### src/rtl/rx_dig_sequencer_pkg.sv
// Purpose : shared settings-register address, control-word layout and FSM encoding for rx_dig_sequencer.
// Latency : n/a (types and constants only).
// Backpressure: n/a.
package rx_dig_sequencer_pkg;

    // Serial settings addresses (kept together so address clashes are easy to spot).
    localparam logic [6:0] RX_DIG_SEQ_ADDR = 7'd40;

    // Control-word bit positions.
    localparam int CTL_I_SEL_LSB    = 0;
    localparam int CTL_Q_SEL_LSB    = 4;
    localparam int CTL_GO_BIT       = 8;
    localparam int CTL_TRIG_EN_BIT  = 9;
    localparam int CTL_TRIG_SEL_LSB = 10;
    localparam int CTL_STICKY_BIT   = 14;
    localparam int CTL_BURST_LSB    = 16;

    // Packed view of the 32-bit control word; field order matches the positions above.
    typedef struct packed {
        logic [15:0] burst_len;   // 0 = continuous
        logic        rsvd;
        logic        sticky;
        logic [3:0]  trig_sel;
        logic        trig_en;
        logic        go;
        logic [3:0]  q_sel;
        logic [3:0]  i_sel;
    } ctrl_t;

    typedef enum logic [1:0] {
        ST_IDLE  = 2'd0,
        ST_ARMED = 2'd1,
        ST_RUN   = 2'd2,
        ST_DONE  = 2'd3
    } seq_state_e;

endpackage

### src/rtl/rx_dig_sequencer_gpio_sync.sv
// Purpose : SYNC_STG-deep flop chain bringing asynchronous GPIO pins into the clock domain.
// Latency : SYNC_STG cycles, pin to gpio_o.
// Backpressure: none, free-running every cycle.
// Ports   : clk_i, rst_i (sync, active-high), gpio_i (async pins), gpio_o (synchronised pins).
module rx_dig_sequencer_gpio_sync #(
    parameter int GPIO_W   = 16,
    parameter int SYNC_STG = 2
) (
    input  logic              clk_i,
    input  logic              rst_i,
    input  logic [GPIO_W-1:0] gpio_i,
    output logic [GPIO_W-1:0] gpio_o
);

    logic [GPIO_W-1:0] stg_q [SYNC_STG];

    always_ff @(posedge clk_i) begin
        if (rst_i) begin
            for (int k = 0; k < SYNC_STG; k++) begin
                stg_q[k] <= '0;
            end
        end else begin
            stg_q[0] <= gpio_i;
            for (int k = 1; k < SYNC_STG; k++) begin
                stg_q[k] <= stg_q[k-1];
            end
        end
    end

    assign gpio_o = stg_q[SYNC_STG-1];

endmodule

### src/rtl/rx_dig_sequencer.sv
// Purpose : arms/gates GPIO digital capture into rx_chain_dig; picks I/Q bits, optional sticky-OR, trigger, burst.
// Latency : pin -> i_dig/q_dig = SYNC_STG cycles + wait to next sample_strobe + 1 cycle.
// Backpressure: none; outputs update only on sample_strobe (abort and reset excepted).
// Ports   : clock, reset (sync, active-high); serial_strobe/addr/data settings bus; sample_strobe;
//           gpio_in async pins; dig_enable/i_dig/q_dig to rx_chain_dig; busy (ARMED|RUN), done (DONE).
module rx_dig_sequencer
    import rx_dig_sequencer_pkg::*;
#(
    parameter logic [6:0] ADDR     = RX_DIG_SEQ_ADDR,
    parameter int         GPIO_W   = 16,
    parameter int         SYNC_STG = 2
) (
    input  logic              clock,
    input  logic              reset,
    input  logic              serial_strobe,
    input  logic [6:0]        serial_addr,
    input  logic [31:0]       serial_data,
    input  logic              sample_strobe,
    input  logic [GPIO_W-1:0] gpio_in,
    output logic              dig_enable,
    output logic              i_dig,
    output logic              q_dig,
    output logic              busy,
    output logic              done
);

    // ------------------------------------------------------------------
    // Settings decode
    // ------------------------------------------------------------------
    ctrl_t wr_dat;
    logic  wr_hit;
    logic  start;
    logic  abort;
    logic  unused_rsvd;

    assign wr_dat      = ctrl_t'(serial_data);
    assign wr_hit      = serial_strobe && (serial_addr == ADDR);
    assign unused_rsvd = wr_dat.rsvd;

    seq_state_e state_q, state_d;

    // go=1 only starts a capture from IDLE/DONE; while ARMED/RUN it is a live settings update.
    assign start = wr_hit && wr_dat.go && ((state_q == ST_IDLE) || (state_q == ST_DONE));
    assign abort = wr_hit && !wr_dat.go;

    // Live fields: take effect on any write.
    logic [3:0] i_sel_q, q_sel_q;
    logic       sticky_q;
    // Start-time fields: captured only when a capture is started.
    logic [3:0]  trig_sel_q;
    logic        trig_en_q;
    logic [15:0] burst_q;

    always_ff @(posedge clock) begin
        if (reset) begin
            i_sel_q    <= '0;
            q_sel_q    <= '0;
            sticky_q   <= 1'b0;
            trig_sel_q <= '0;
            trig_en_q  <= 1'b0;
            burst_q    <= '0;
        end else begin
            if (wr_hit) begin
                i_sel_q  <= wr_dat.i_sel;
                q_sel_q  <= wr_dat.q_sel;
                sticky_q <= wr_dat.sticky;
            end
            if (start) begin
                trig_sel_q <= wr_dat.trig_sel;
                trig_en_q  <= wr_dat.trig_en;
                burst_q    <= wr_dat.burst_len;
            end
        end
    end

    // ------------------------------------------------------------------
    // GPIO synchronisation and bit selection
    // ------------------------------------------------------------------
    logic [GPIO_W-1:0] g_sync;

    rx_dig_sequencer_gpio_sync #(
        .GPIO_W   (GPIO_W),
        .SYNC_STG (SYNC_STG)
    ) u_gpio_sync (
        .clk_i  (clock),
        .rst_i  (reset),
        .gpio_i (gpio_in),
        .gpio_o (g_sync)
    );

    logic gi, gq, gt;
    logic gt_prev_q;
    logic trig_rise;

    assign gi        = g_sync[i_sel_q];
    assign gq        = g_sync[q_sel_q];
    assign gt        = g_sync[trig_sel_q];
    assign trig_rise = trig_en_q && gt && !gt_prev_q;

    // ------------------------------------------------------------------
    // Accumulators and strobe-aligned dig outputs
    // ------------------------------------------------------------------
    logic acc_i_q, acc_i_d, acc_q_q, acc_q_d;
    logic i_dig_q, i_dig_d, q_dig_q, q_dig_d;

    always_comb begin
        acc_i_d = gi;
        acc_q_d = gq;
        i_dig_d = i_dig_q;
        q_dig_d = q_dig_q;
        // In sticky mode the bit present on the strobe cycle both goes out now and seeds the next interval.
        if (sticky_q && !sample_strobe) begin
            acc_i_d = acc_i_q | gi;
            acc_q_d = acc_q_q | gq;
        end
        if (sample_strobe) begin
            i_dig_d = acc_i_q | (sticky_q & gi);
            q_dig_d = acc_q_q | (sticky_q & gq);
        end
    end

    // ------------------------------------------------------------------
    // Sequencer FSM
    // ------------------------------------------------------------------
    logic        pend_q, pend_d;   // start condition met, waiting for the next strobe
    logic [15:0] cnt_q, cnt_d;

    always_comb begin
        state_d = state_q;
        pend_d  = pend_q;
        cnt_d   = cnt_q;
        unique case (state_q)
            ST_IDLE, ST_DONE: begin
                if (start) begin
                    state_d = ST_ARMED;
                    pend_d  = !wr_dat.trig_en;
                end
            end
            ST_ARMED: begin
                // A trigger edge that lands on a strobe cycle starts RUN at that strobe.
                if (sample_strobe && (pend_q || trig_rise)) begin
                    state_d = ST_RUN;
                    pend_d  = 1'b0;
                    cnt_d   = burst_q;
                end else if (trig_rise) begin
                    pend_d = 1'b1;
                end
            end
            ST_RUN: begin
                if (sample_strobe && (burst_q != 16'd0)) begin
                    cnt_d = cnt_q - 16'd1;
                    if (cnt_q == 16'd1) begin
                        state_d = ST_DONE;
                    end
                end
            end
            default: state_d = ST_IDLE;
        endcase
        // Abort wins over everything, including a coincident strobe.
        if (abort) begin
            state_d = ST_IDLE;
            pend_d  = 1'b0;
            cnt_d   = cnt_q;
        end
    end

    always_ff @(posedge clock) begin
        if (reset) begin
            state_q   <= ST_IDLE;
            pend_q    <= 1'b0;
            cnt_q     <= '0;
            gt_prev_q <= 1'b0;
            acc_i_q   <= 1'b0;
            acc_q_q   <= 1'b0;
            i_dig_q   <= 1'b0;
            q_dig_q   <= 1'b0;
        end else begin
            state_q   <= state_d;
            pend_q    <= pend_d;
            cnt_q     <= cnt_d;
            // On start, prime the edge detector from the newly selected pin so a level already high is not an edge.
            gt_prev_q <= start ? g_sync[wr_dat.trig_sel] : gt;
            acc_i_q   <= acc_i_d;
            acc_q_q   <= acc_q_d;
            i_dig_q   <= i_dig_d;
            q_dig_q   <= q_dig_d;
        end
    end

    // RUN is only entered/left on strobe edges (or abort/reset), so decoding the state flop keeps samples whole.
    assign dig_enable = (state_q == ST_RUN);
    assign busy       = (state_q == ST_ARMED) || (state_q == ST_RUN);
    assign done       = (state_q == ST_DONE);
    assign i_dig      = i_dig_q;
    assign q_dig      = q_dig_q;

endmodule
### config.mk
export PLATFORM = sky130hd
export DESIGN_NAME = rx_dig_sequencer
export DESIGN_NICKNAME = d
export VERILOG_FILES = /design/src/rtl/rx_dig_sequencer_pkg.sv /design/src/rtl/rx_dig_sequencer_gpio_sync.sv /design/src/rtl/rx_dig_sequencer.sv
export SDC_FILE = /design/constraint.sdc
export NUM_CORES = 1
export LEC_CHECK = 0
export BUFFER_PORTS_ARGS = -buffer_cell sky130_fd_sc_hd__buf_2
export CAP_MARGIN = 10
export CORE_MARGIN = 10
export CORE_UTILIZATION = 30
export CTS_CLUSTER_DIAMETER = 200
export DETAILED_ROUTE_END_ITERATION = 8
export PLACE_DENSITY = 0.49
export SLEW_MARGIN = 30
export SYNTH_ARGS = -nofsm -noshare
export SYNTH_HDL_FRONTEND = slang
export SYNTH_SLANG_ARGS = --single-unit
### constraint.sdc
create_clock -name clock -period 3.75 [get_ports clock]
set_clock_uncertainty 0.05 [all_clocks]
set_input_delay 0.75 -clock clock [delete_from_list [all_inputs] [get_ports clock]]
set_output_delay 0.75 -clock clock [all_outputs]
set_load 0.01 [all_outputs]
==> run metrics <==
Initial DRT Pass Iterations 4; Multi-input gate area 2080 um2; static leakage 1.94 nW; sequential element share of the synthesized area 0.438; die area 18,100 um2; worst flop-to-flop path endpoint cnt_q[0]; Most common cell on crit path mux2i_1; Crit path largest cell delay 0.62 ns; Hold Path Class reg -> reg; die width 134 um; Tot GR Track Use 0.107; # H-tree levels 3; final setup vio count 0; worst setup path category reg -> reg; GR Overflow Total 0; Crit-path slowest cell o211ai_4; routed vias/inst 4.87; setup repair after global routing missed its margin false; synthesized area per cell 9.50 um2; first-pass GRT wire length 15.8 mm; Post-Synth Simple-Gate Area 0.212; CTS Sinks 86; worst setup path start trig_sel_q[0]; outcome finished clean; Adder-Cell Fraction of Synth Area 0.0191; startpoint class of the critical path flop; post-synth top area cell dfxtp_1; Syn-to-layout area delta 20.4%; final wirelength 9.54 mm; Required @ worst endpoint 3.92 ns; Layout fillers 1,354; pin count of the biggest net entering global routing 35; Setup Fix Bufs, Post-CTS 0; ys async rst share 0; I/O pin cnt 64; mapped cell area 3930 um2; Final #Nets 535; Worst-Margin Slew 0.725 ns; WP data arrival 2.72 ns; initial drt markers 219; fin util 0.372; fmax 0.392 GHz; share of cells above drive strength 1 0.238; Fin. Hold Viols 0; Period minus WS final 2.55 ns; crit path capture type flop; maximum vdd drop 0.245 mV; Synth top area share 0.438; Clock transition at path regs 0.06 ns; cts hold-fix bufs 0; Max-Cap Viols 0; setup TNS 0 ns; vias in the first global route 3,133; Vert. Die Dim 134 um; Post-Synth XOR/XNOR Area 0; reg2reg path depth 6; Worst slew margin 0.515; setup slack on the worst flop-to-flop path 1.20 ns; n_diodes 0; FP Rows 41; post-CTS resize count 0; syn_nets 479; CTS tree yes; clk root buf clkbuf_16; fin crit share 0.680; Worst-Skew Late Latency 0.34 ns; core area 12,700 um2; vias 3,151; Remaining DRCs 0; Inserted Clock Buffers 9; power per cell area 541 nW/um2; Storage cell area 1720 um2; final antenna-violating net count 0; total number of yosys warnings 0; Cell Chain, Critical Path mux4_2, mux2i_1, nor3_2, o211ai_4, mux2i_1, a21oi_1; post-synthesis mux area share 0.174; largest cells by area after synthesis dfxtp_1, mux4_2, mux2i_1; IO buf count 62; HPWL Detailed 7.09 mm; Compound-Gate Fraction of Synth Area 0.122; Initial Utilization 0.309; EDFF count, synth 0; Routed wire per std cell 14.7 um; cell count after synthesis 414; library cells used by synthesis 50; Final Max Slew Viols 0; origin of the critical flop-to-flop path trig_sel_q[0]; main flop type after synthesis dfxtp_1; Worst Path Max Fanout 28; Seq cells post-synth 86; gp weighted congestion 0.845; initial antenna violation count 1; Setup crit end cnt_q[0]; main combinational cell family by area after synthesis simple AND/OR/NAND/NOR gates; clk buf depth 2
stage by stage:
| step | area, um2 | hold WS [ns] | setup slack, ns | std cells | power (W) |
|---|---|---|---|---|---|
| after floorplan | 3930 | 0.364 | 1.40 | 414 | 0.00148 |
| after global placement | 4420 | 0.372 | 0.678 | 631 | 0.00166 |
| after detailed placement | 4430 | 0.371 | 0.944 | 631 | 0.00167 |
| after CTS | 4730 | 0.387 | 1.17 | 647 | 0.00259 |
| after global routing | 4730 | 0.407 | 0.988 | 647 | 0.00271 |
| final | 4730 | 0.386 | 1.20 | 647 | 0.00256 |
cell usage in the layout, fill, tap and decap left out, drive strengths merged, types with 4 or more instances in the layout:
cell type	count
inv	12
a21oi	44
nand2	29
clkbuf	9
ha	6
nand2b	8
dfxtp	86
nor4	6
nor2	48
nand3	7
mux4	17
nor3	7
nor2b	35
or3	4
o32ai	6
buf	70
mux2i	28
o21ai	9
worst min-delay path by stage:
stage / from / end / slack [ns] / depth (start not counted)
final: u_gpio_sync.stg_q[0][14] / u_gpio_sync.stg_q[0][30] / 0.39 / 1
after global routing: u_gpio_sync.stg_q[0][7] / u_gpio_sync.stg_q[0][23] / 0.41 / 1
after CTS: u_gpio_sync.stg_q[0][14] / u_gpio_sync.stg_q[0][30] / 0.39 / 1
after detailed placement: u_gpio_sync.stg_q[0][14] / u_gpio_sync.stg_q[0][30] / 0.37 / 1
after global placement: u_gpio_sync.stg_q[0][8] / u_gpio_sync.stg_q[0][24] / 0.37 / 1
after floorplan: u_gpio_sync.stg_q[0][0] / u_gpio_sync.stg_q[0][16] / 0.36 / 1
kinds of logic after synthesis:
logic type,Yosys count
buffers and inverters,35
adders and majority gates,6
AOI/OAI and AO/OA,78
muxes,47
DFF,86
and+or+nand+nor,162
cell type report:
| class | count | area share |
|---|---|---|
| clock buffer | 9 | 0.0476 |
| clock inverter | 7 | 0.0167 |
| inverter | 10 | 0.00793 |
| multi-input combinational | 293 | 0.440 |
| sequential | 86 | 0.364 |
| tap | 172 | 0.0455 |
| timing repair buffer | 70 | 0.0782 |
report_power, final:
group,total (W),internal [W],switching (W),leakage (nW)
Clock,0.000905,0.000523,0.000382,0.139
Sequential,0.00101,0.000963,0.0000430,0.701
Combinational,0.000649,0.000258,0.000391,1.10
Total,0.00256,0.00174,0.000816,1.94
cells in the mapped netlist, drive strengths merged, types with 6 or more instances:
library cell,n
nand3,7
mux2i,28
clkbuf,20
nand2,29
dfxtp,86
mux4,17
nor2,48
a21oi,44
inv,9
nor2b,35
o21ai,9
nor3,7
o32ai,6
nor4,6
nand2b,8
ha,6
per-layer routing:
metal / up-vias / GRT usage / share of wire
met1: 1477 / 0.145 / 0.50
li1: 1583 / - / -
met5: - / 0 / 0.00073
met3: 12 / 0.0371 / 0.069
met4: 2 / 0.0363 / 0.013
met2: 77 / 0.155 / 0.42
critical path: cells and delay by family (launching register included):
| family | cells | cell delay, ns |
|---|---|---|
| mux | 3 | 1.07 |
| compound gates | 2 | 0.70 |
| flops | 1 | 0.50 |
| simple gates | 1 | 0.12 |
flip-flops by register name, indices dropped and copies added (netlist names):
register / count
u_gpio_sync.stg_q: 32
burst_q: 16
cnt_q: 16
i_sel_q: 4
q_sel_q: 4
trig_sel_q: 4
state_q: 2
acc_i_q: 1
acc_q_q: 1
gt_prev_q: 1
i_dig: 1
pend_q: 1
q_dig: 1
sticky_q: 1
trig_en_q: 1
(Power assumes the default switching activity.)
